[config.mk]
export PLATFORM = sky130hd
export DESIGN_NAME = acc_drain_flat
export DESIGN_NICKNAME = d
export VERILOG_FILES = /design/src/rtl/acc_drain_if.sv /design/src/rtl/acc_drain.sv /design/src/flat_wrapper.sv
export SDC_FILE = /design/constraint.sdc
export NUM_CORES = 1
export LEC_CHECK = 0
export ABC_AREA = 1
export CAP_MARGIN = 20
export CELL_PAD_IN_SITES_DETAIL_PLACEMENT = 1
export CELL_PAD_IN_SITES_GLOBAL_PLACEMENT = 1
export CORE_MARGIN = 10
export CORE_UTILIZATION = 51
export CTS_BUF_LIST = sky130_fd_sc_hd__clkbuf_8
export CTS_CLUSTER_SIZE = 16
export DETAILED_ROUTE_END_ITERATION = 7
export GPL_TIMING_DRIVEN = 0
export PLACE_DENSITY_LB_ADDON = 0.1
export SLEW_MARGIN = 30
export SYNTH_ARGS = -nofsm -noshare
export SYNTH_HDL_FRONTEND = slang
export SYNTH_SLANG_ARGS = --single-unit
export TNS_END_PERCENT = 5
[constraint.sdc]
create_clock -name clk_i -period 5.47 [get_ports clk_i]
set_input_delay 1.641 -clock clk_i [delete_from_list [all_inputs] [get_ports clk_i]]
set_output_delay 1.641 -clock clk_i [all_outputs]
set_load 0.02 [all_outputs]
[src/rtl/acc_drain_if.sv]
// acc_drain package and bundle: column-capture inputs plus the
// tagged valid/ready output stream.
package acc_drain_pkg;
  localparam int pkg_N = 4;
endpackage

interface acc_drain_if #(
  parameter int N = acc_drain_pkg::pkg_N,
  parameter int W = 16
);
  localparam int CW = $clog2(N);

  logic [N-1:0]   acc_valid;
  logic [N*W-1:0] acc_data;
  logic           out_valid;
  logic           out_ready;
  logic [W-1:0]   out_data;
  logic [CW-1:0]  out_col;
  logic [CW-1:0]  out_row;

  modport master (
    output acc_valid, acc_data, out_ready,
    input  out_valid, out_data, out_col, out_row
  );

  modport slave (
    input  acc_valid, acc_data, out_ready,
    output out_valid, out_data, out_col, out_row
  );
endinterface

[src/rtl/acc_drain.sv]
// acc_drain: per-column result FIFOs drained round-robin onto one
// row/column-tagged stream, with tile completion and overflow flags.
module acc_drain
  import acc_drain_pkg::*;
#(
  parameter int N     = pkg_N,
  parameter int W     = 16,
  parameter int DEPTH = 4
) (
  input  logic         clk_i,
  input  logic         rst_ni,
  input  logic         clear_i,
  acc_drain_if.slave   bus,
  output logic [N-1:0] overflow_o,
  output logic         done_o
);

  localparam int CW = $clog2(N);
  localparam int AW = $clog2(DEPTH);
  localparam int SW = $clog2(N*N) + 1;

  typedef logic [CW+W-1:0] ent_t;

  ent_t mem_q [N][DEPTH];

  logic [N-1:0][AW-1:0] wr_q, wr_d;
  logic [N-1:0][AW-1:0] rd_q, rd_d;
  logic [N-1:0][AW:0]   cnt_q, cnt_d;
  logic [N-1:0][CW-1:0] row_q, row_d;
  logic [N-1:0]         ovf_q, ovf_d;
  logic [N-1:0]         push, pop;
  logic [N-1:0]         nempty, full;
  logic [CW-1:0]        rr_q, rr_d;
  logic [CW-1:0]        sel_q, sel_d;
  logic [CW-1:0]        pick, sel, idx;
  logic                 lock_q, lock_d;
  logic                 found, valid, hs;
  logic [SW-1:0]        sent_q, sent_d;
  logic                 done_q, done_d;
  ent_t                 head;
  int                   j;

  always_comb begin
    for (int c = 0; c < N; c++) begin
      nempty[c] = (cnt_q[c] != '0);
      full[c]   = (cnt_q[c] == (AW+1)'(DEPTH));
    end
  end

  always_comb begin
    pick  = '0;
    found = 1'b0;
    idx   = '0;
    j     = 0;
    for (int i = 0; i < N; i++) begin
      j = int'(rr_q) + i;
      if (j >= N) j = j - N;
      idx = CW'(j);
      if (!found && nempty[idx]) begin
        found = 1'b1;
        pick  = idx;
      end
    end
  end

  // A stalled word keeps its column even if a higher-priority one fills
  assign sel   = lock_q ? sel_q : pick;
  assign valid = |nempty;
  assign hs    = valid & bus.out_ready;
  assign head  = mem_q[sel][rd_q[sel]];

  assign bus.out_valid = valid;
  assign bus.out_data  = valid ? head[W-1:0] : '0;
  assign bus.out_row   = valid ? head[W +: CW] : '0;
  assign bus.out_col   = valid ? sel : '0;
  assign overflow_o    = ovf_q;
  assign done_o        = done_q;

  always_comb begin
    wr_d   = wr_q;
    rd_d   = rd_q;
    cnt_d  = cnt_q;
    row_d  = row_q;
    ovf_d  = ovf_q;
    push   = '0;
    pop    = '0;
    rr_d   = rr_q;
    sel_d  = sel;
    lock_d = valid & ~bus.out_ready;
    sent_d = sent_q;
    done_d = done_q;
    for (int c = 0; c < N; c++) begin
      pop[c]  = hs && (sel == CW'(c));
      push[c] = bus.acc_valid[c] && !clear_i
                && (!full[c] || pop[c]);
      if (bus.acc_valid[c] && !clear_i) begin
        if (full[c] && !pop[c]) ovf_d[c] = 1'b1;
        row_d[c] = (row_q[c] == CW'(N-1))
                   ? '0 : row_q[c] + CW'(1);
      end
      if (push[c]) wr_d[c] = wr_q[c] + AW'(1);
      if (pop[c])  rd_d[c] = rd_q[c] + AW'(1);
      cnt_d[c] = cnt_q[c] + (AW+1)'(push[c])
                 - (AW+1)'(pop[c]);
    end
    if (hs) begin
      rr_d = (sel == CW'(N-1)) ? '0 : sel + CW'(1);
      if (sent_q != SW'(N*N)) sent_d = sent_q + SW'(1);
      if (sent_q == SW'(N*N-1)) done_d = 1'b1;
    end
    if (clear_i) begin
      wr_d   = '0;
      rd_d   = '0;
      cnt_d  = '0;
      row_d  = '0;
      rr_d   = '0;
      lock_d = 1'b0;
      sent_d = '0;
      done_d = 1'b0;
    end
  end

  always_ff @(posedge clk_i) begin
    for (int c = 0; c < N; c++) begin
      if (push[c])
        mem_q[c][wr_q[c]] <= {row_q[c], bus.acc_data[c*W +: W]};
    end
  end

  always_ff @(posedge clk_i or negedge rst_ni) begin
    if (!rst_ni) begin
      wr_q   <= '0;
      rd_q   <= '0;
      cnt_q  <= '0;
      row_q  <= '0;
      ovf_q  <= '0;
      rr_q   <= '0;
      sel_q  <= '0;
      lock_q <= 1'b0;
      sent_q <= '0;
      done_q <= 1'b0;
    end else begin
      wr_q   <= wr_d;
      rd_q   <= rd_d;
      cnt_q  <= cnt_d;
      row_q  <= row_d;
      ovf_q  <= ovf_d;
      rr_q   <= rr_d;
      sel_q  <= sel_d;
      lock_q <= lock_d;
      sent_q <= sent_d;
      done_q <= done_d;
    end
  end

endmodule

[src/flat_wrapper.sv]
// flat-port wrapper written by rule: the top's interface ports become plain ports
module acc_drain_flat import acc_drain_pkg::*;
#(
  parameter int N     = pkg_N,
  parameter int W     = 16,
  parameter int DEPTH = 4
)
  (clk_i, rst_ni, clear_i, overflow_o, done_o, bus_acc_valid, bus_acc_data, bus_out_ready, bus_out_valid, bus_out_data, bus_out_col, bus_out_row);
  acc_drain_if #(.N(N), .W(W)) bus_i ();
  input  logic clk_i;
  input  logic rst_ni;
  input  logic clear_i;
  output logic [N-1:0] overflow_o;
  output logic done_o;
  input wire logic [$bits(bus_i.acc_valid)-1:0] bus_acc_valid;
  input wire logic [$bits(bus_i.acc_data)-1:0] bus_acc_data;
  input wire logic [$bits(bus_i.out_ready)-1:0] bus_out_ready;
  output wire logic [$bits(bus_i.out_valid)-1:0] bus_out_valid;
  output wire logic [$bits(bus_i.out_data)-1:0] bus_out_data;
  output wire logic [$bits(bus_i.out_col)-1:0] bus_out_col;
  output wire logic [$bits(bus_i.out_row)-1:0] bus_out_row;
  assign bus_i.acc_valid = bus_acc_valid;
  assign bus_i.acc_data = bus_acc_data;
  assign bus_i.out_ready = bus_out_ready;
  assign bus_out_valid = bus_i.out_valid;
  assign bus_out_data = bus_i.out_data;
  assign bus_out_col = bus_i.out_col;
  assign bus_out_row = bus_i.out_row;
  acc_drain #(.N(N), .W(W), .DEPTH(DEPTH)) u_core (.clk_i(clk_i), .rst_ni(rst_ni), .clear_i(clear_i), .bus(bus_i), .overflow_o(overflow_o), .done_o(done_o));
endmodule
Word level (Yosys, flattened, before mapping)
Memory sizes are Yosys's and may differ from the RTL's.
Cells that the tools add are included.

cells by class
  $add $sub $neg = 29
  $mul = 0
  divide/modulo/power cells = 0
  $lt $le $gt $ge = 18
  eq/ne operators = 13
  shift-type cells = 0
  multiplexer cells = 74
  bitwise gates (word level) = 8
  reduce and logical (&&, ||, !) cells = 66

operators with widths
  cell                 count
  $mux 72              4
  $demux 18 s2         4
  $mux 18              6
  $mux 2               31
  $bmux 18 s2          1
  $reduce_bool 2->1    15
  $add 2x1->2 const B  13
  $ge 3x3->1 const B   8
  $mux 8               3
  $logic_and 1x1->1    23
  $mux 16              1
  $lt 2x3->1 const B   5
  $mux 1               15
  $mux 5               3
  $not 2->3            5
  $add 3x1->3          4
  $eq 2x2->1 const B   6
  $eq 3x3->1 const B   4
  $logic_not 1->1      12
  $lt 3x1->1 const B   4
  $mux 12              1
  $reduce_and 2->1     6
  $reduce_bool 3->1    4
  $sub 3x1->3          4
  15 further kinds     26

word-level totals
  bits in registers = 51
  latch bits = 0
  memory bits (writable) = 288
  ROM bits = 0
  bits of input ports = 72
  logic and storage cells = 234
  memories = 1

memory list
  name          words  width  read ports  clocked after Yosys merged registers in  write ports  line             source
  u_core.mem_q  4      72     1           0                                        4            acc_drain.sv:24  ent_t mem_q [N][DEPTH];

Logic depth before layout (Yosys ltp)
  depth after elaboration = 22
  depth in mapped cells = 22
  gate-level depth less buffers = 20

Worst setup path before layout
Ideal clock, no wire load.

  kind = reg2out
  start point = register u_core.cnt_q[1] (netlist bit)
  end point = output bus_out_data[11]
  data arrival time = 2.302 ns
  required time = 3.829 ns
  setup slack = 1.527 ns
  cell stages (with the launch flop) = 17
  cell sequence = dfrtp_1 > nor2_1 > nand3_1 > nand2_1 > a21boi_1 > nand3_1 > nand3_2 > nand2_2 > buf_6 > nand2_1 > nand3_1 > nand2_4 > inv_2 > buf_6 > nand2_1 > nand2_1 > nor2_1

on the way
  word-level cells in the longest chain between the ends = 21
  elaborated cells on any way between the ends = 32
  classes of those cells = 22 x mux; 1 x bitwise; 8 x reduce/logical; 1 x memory

RTL lines
  what                                         line                source
  start: declaration                           acc_drain.sv:28     logic [N-1:0][AW:0] cnt_q, cnt_d;
  start signal: assignment                     acc_drain.sv:145    cnt_q <= cnt_d;
  $reduce_bool 3->1 *                          acc_drain.sv:45     nempty[c] = (cnt_q[c] != '0);
  $bmux 1 s2                                   acc_drain.sv:59     if (!found && nempty[idx]) begin
  $mux 1 (implied by the code)                 acc_drain.sv:59
  $mux 1                                       acc_drain.sv:59
  $logic_not 1->1                              acc_drain.sv:59
  $logic_and 1x1->1                            acc_drain.sv:59
  $mux 1                                       acc_drain.sv:59
  $logic_not 1->1                              acc_drain.sv:59
  (+4 left out)                                n/a
  $mux 2                                       acc_drain.sv:59
  $mux 2                                       acc_drain.sv:67     assign sel = lock_q ? sel_q : pick;
  $bmux 2 s2                                   acc_drain.sv:70     assign head = mem_q[sel][rd_q[sel]];
  $mux 2 (implied by the code)                 acc_drain.sv:70
  $not 2->3 (implied by the code)              acc_drain.sv:70
  $bmux 18 s2                                  acc_drain.sv:70
  $mux 18 (implied by the code) (2 in series)  acc_drain.sv:70
  $mux 16 *                                    acc_drain.sv:73     assign bus.out_data = valid ? head[W-1:0] : '0;
  end: declaration                             flat_wrapper.sv:19  output wire logic [$bits(bus_i.out_data)-1:0] bus_out_data;

Every way passes the cells marked *; elsewhere a longest branch is shown, timed or not. The select of a mux whose other input is x is not followed.

Worst setup path after layout
  start point = register u_core.rr_q[0]
  end point = output bus_out_data[6]

on the way
  word-level cells in the longest chain between the ends = 22
  elaborated cells on any way between the ends = 45
  classes of those cells = 7 x add/sub; 4 x order compare; 26 x mux; 1 x bitwise; 6 x reduce/logical; 1 x memory

RTL lines
  what                                                  line              source
  start: declaration                                    acc_drain.sv:33   logic [CW-1:0] rr_q, rr_d;
  start signal: assignment                              acc_drain.sv:148  rr_q <= rr_d;
  branches (longest 13 deep; another with $add 2x1->3)  n/a
  $mux 2 *                                              acc_drain.sv:59
  $mux 2 *                                              acc_drain.sv:67
  $bmux 2 s2                                            acc_drain.sv:70
  $mux 2 (implied by the code)                          acc_drain.sv:70
  $not 2->3 (implied by the code)                       acc_drain.sv:70
  $bmux 18 s2 *                                         acc_drain.sv:70
  $mux 18 (implied by the code) * (2 in series)         acc_drain.sv:70
  $mux 16 *                                             acc_drain.sv:73

Mark *: on every way between the ends. The select of a mux whose other input is x is not followed.

==> flow_summary.json <==
{
  "outcome": "finished, final reports clean",
  "holdWs_ps": 477.1,
  "n_antenna_cell": 0,
  "max-slew-margin-rel_pct": 48.85,
  "slew_viol_final": 0,
  "grt_max_degree": 30,
  "rr_startpoint": "u_core.cnt_q[1]",
  "drtIter0Drc": 868,
  "syn_to_final_growth_pct": 17.08,
  "slowest_delay_ps": 470,
  "dieArea_um2": 37500,
  "rsz0062_at_grt": "true",
  "drc": 0,
  "chipHeight_um": 193.7,
  "initial_core_util_pct": 51.76,
  "r2r_cells": 17,
  "fin_crit_sh_pct": 95.32,
  "endpoint_kind": "output port",
  "endpoint": "bus_out_data[6]",
  "synth_top_area_cell": "edfxtp_1",
  "use_met2_pct": 46.53,
  "vias_per_cell": 5.690,
  "via_count": 11860,
  "synth_seq_area_share_pct": 64.52,
  "post-route-util_pct": 60.60,
  "path_common_cell": "nand2_1",
  "crit_type": "flop to output port",
  "path_delay_family": "simple AND/OR/NAND/NOR gates",
  "grt.busiest_layer": "met2",
  "globalRouteTotalUtil_pct": 26.83,
  "setup_tns_ps": 0,
  "dp_slack_ps": 162.7,
  "min_path_type": "flop to flop",
  "setup_viol": 0,
  "syn_area_um2": 15380,
  "ys_ff_latch": 339,
  "slowest_stage": "dfrtp_2",
  "io_pins": 98,
  "postRouteAntennaNets": 0,
  "die_x_um": 193.7,
  "nNetsFinal": 1758,
  "tightest_slew_ps": 765.5,
  "yosysTopAreaCellShare_pct": 56.23,
  "rows": 63,
  "ctsHoldBuffers": 0,
  "cts_root_buffer": "clkbuf_8",
  "cp-start-kind": "flop",
  "antenna_found_initial": 0,
  "cts_tree": "yes",
  "worstPathArrival_ps": 3570,
  "hold_viol_final": 0,
  "io_buffers": 97,
  "syn_avg_cell_area_um2": 10.32,
  "setup_ws_ps": 255.8,
  "cts_buffer_depth": 3,
  "grt_pass1_wl_mm": 76.68,
  "clock_skew_ps": 20.55,
  "cts-buffers-inserted": 55,
  "grt_pass1_vias": 12990,
  "max-cap-violations": 0,
  "clk_latency_ps": 600,
  "htreeDepth": 2,
  "drive_above_1_share_pct": 10.86,
  "max_freq_ghz": 0.1918,
  "critPathMaxFanout": 10,
  "cts.sinks": 339,
  "layout_min_cycle_time_ps": 5214,
  "path_cells": "inv_4, nand3_1, nand3_1, nand2_1, nor2_1, nand2_1, nand2_1, nand3_2, nand2_2, buf_6, buf_6, buf_6, nand2_1, nand3_1, nand2_1, nand2_1, nand2_1, nand2_1, nand2_1, nor2_1, clkbuf_2",
  "use_met3_pct": 4.011,
  "synth_cells": 1490,
  "first_pass_iters": 5,
  "worstPathRequired_ps": 3830,
  "core_area_um2": 29720,
  "synth_nets": 1598,
  "r2r-end": "u_core.mem_q[2][54]",
  "synthDistinctLibCells": 36,
  "clkTransAtPathRegs_ps": 60,
  "yosysWarnings": 0,
  "grt_util_met1_pct": 30.53,
  "detail_route.wl_per_cell_um": 24.54,
  "n_fill_cell": 3281,
  "cp-startpoint": "u_core.rr_q[0]",
  "grt_overflow": 0,
  "path_depth": 21,
  "routabilityCongestion": 0.9053,
  "cp_num_buf_inv": 5,
  "place_hpwl_mm": 37.71,
  "ys_top_cells_by_area": "edfxtp_1 56%, nand2_1 11%, nand3_1 8.5%",
  "routed_wl_mm": 51.18,
  "r2r_slack_ps": 1320
}
## cells by family after synthesis
family | count (synthesis) | synth area share, %
AOI/OAI and AO/OA | 38 | 1.529
and+or+nand+nor | 870 | 24.56
adders and majority gates | 36 | 3.124
DFF | 339 | 64.52
xor gates and xnor gates | 7 | 0.3986
buffers and inverters | 200 | 5.865
## cell usage in the layout, fill, tap and decap left out, drive strengths merged, types with 2 or more instances in the layout
master | synthesis | final
a21boi | 2 | 2
a21oi | 8 | 8
buf | 52 | 56
clkbuf | 24 | 96
clkdlybuf4s50 | 0 | 78
clkinv | 1 | 24
dfrtp | 51 | 51
dlygate4sd2 | 0 | 4
edfxtp | 288 | 288
fa | 4 | 4
ha | 32 | 32
inv | 123 | 144
nand2 | 456 | 456
nand3 | 263 | 263
nand3b | 36 | 36
nand4 | 3 | 3
nor2 | 105 | 105
nor3 | 5 | 5
o21ai | 13 | 13
o21bai | 5 | 5
o22ai | 2 | 2
o31ai | 5 | 5
xnor2 | 3 | 3
xor2 | 4 | 4
## Yosys cell counts
library cell,count
clkbuf_1,24
nor4_2,1
o31ai_1,5
buf_6,10
ha_1,32
a31oi_1,1
clkinv_1,1
nand2_2,3
a21oi_1,8
nand2_1,452
o21ai_0,13
nand2_4,1
o22ai_1,2
xnor2_1,3
xor2_1,4
buf_1,1
a22o_1,1
nor2_2,1
o21bai_1,5
a21boi_1,1
nor2_1,104
inv_1,119
nand3b_1,36
buf_2,31
nand4_1,3
nand3_2,1
buf_4,10
inv_2,4
o211ai_2,1
or2_2,1
dfrtp_1,51
nand3_1,262
fa_1,4
edfxtp_1,288
a21boi_0,1
nor3_1,5
## what timing repair did
action / 4_1_cts / 5_1_grt
endpoints found under the setup margin: 18 / 18
gates cloned: 0 / 0
buffers inserted: 0 / 0
resized for setup: 35 / 47
## flip-flops by register name (all words and copies together), names as in the netlist
name,flops
u_core.sent_q,5
u_core.row_q,8
u_core.rd_q,8
u_core.rr_q,2
u_core.sel_q,2
u_core.cnt_q,12
u_core.mem_q,288
u_core.overflow_o,4
u_core.lock_q,1
u_core.wr_q,8
u_core.done_o,1
## layout make-up
type                            instances  area [um^2]  share of cell area [%]
Timing Repair Buffer                  103        977.2                   5.426
Inverter                              124        467.9                   2.598
Multi-Input combinational cell        951         4686                   26.02
Sequential cell                       339         9926                   55.12
Clock inverter                         46        212.7                   1.181
Tap cell                              390        488.0                   2.710
Clock buffer                           56        770.7                   4.280
Buffer                                 76        480.5                   2.668
## metrics by stage
stage          cell area [um^2]  cells
6_report                  18010   2085
5_1_grt                   18010   2085
4_1_cts                   18010   2085
3_5_place_dp              17010   1983
3_3_place_gp              16840   1977
2_1_floorplan             15380   1490
## worst min-delay path by stage
stage | startpoint | end | slack, ps | cells after the start
global placement | u_core.rd_q[7] | u_core.rd_q[7] | 460 | 1
finish | u_core.rd_q[7] | u_core.rd_q[7] | 480 | 1
detailed placement | u_core.rd_q[7] | u_core.rd_q[7] | 470 | 1
global route | u_core.rd_q[7] | u_core.rd_q[7] | 510 | 1
CTS | u_core.rd_q[7] | u_core.rd_q[7] | 480 | 1
floorplan | u_core.rd_q[7] | u_core.rd_q[7] | 430 | 1
## metal layers
metal  vias to the layer above  routed length (um)
met1                      5874               19230
li1                       5351                   -
met5                         -                   0
met2                       488               26070
met4                         0                3221
met3                       150                2652
## worst register-to-register path, cell delays in order (launching register included)
cell,delay [ps]
dfrtp_1,400
nor2_2,200
nand3_1,150
nand2_1,140
a21boi_1,210
nand3_1,110
nand2_1,100
nor2_1,80
nor2_4,160
buf_4,230
buf_4,260
ha_1,190
nand2_1,100
nand4_1,140
inv_1,50
nor2_1,310
inv_1,290
nor2_4,650
Power is not shown: default switching activity piles up to over one toggle a cycle in this logic, so the estimate is an artifact.
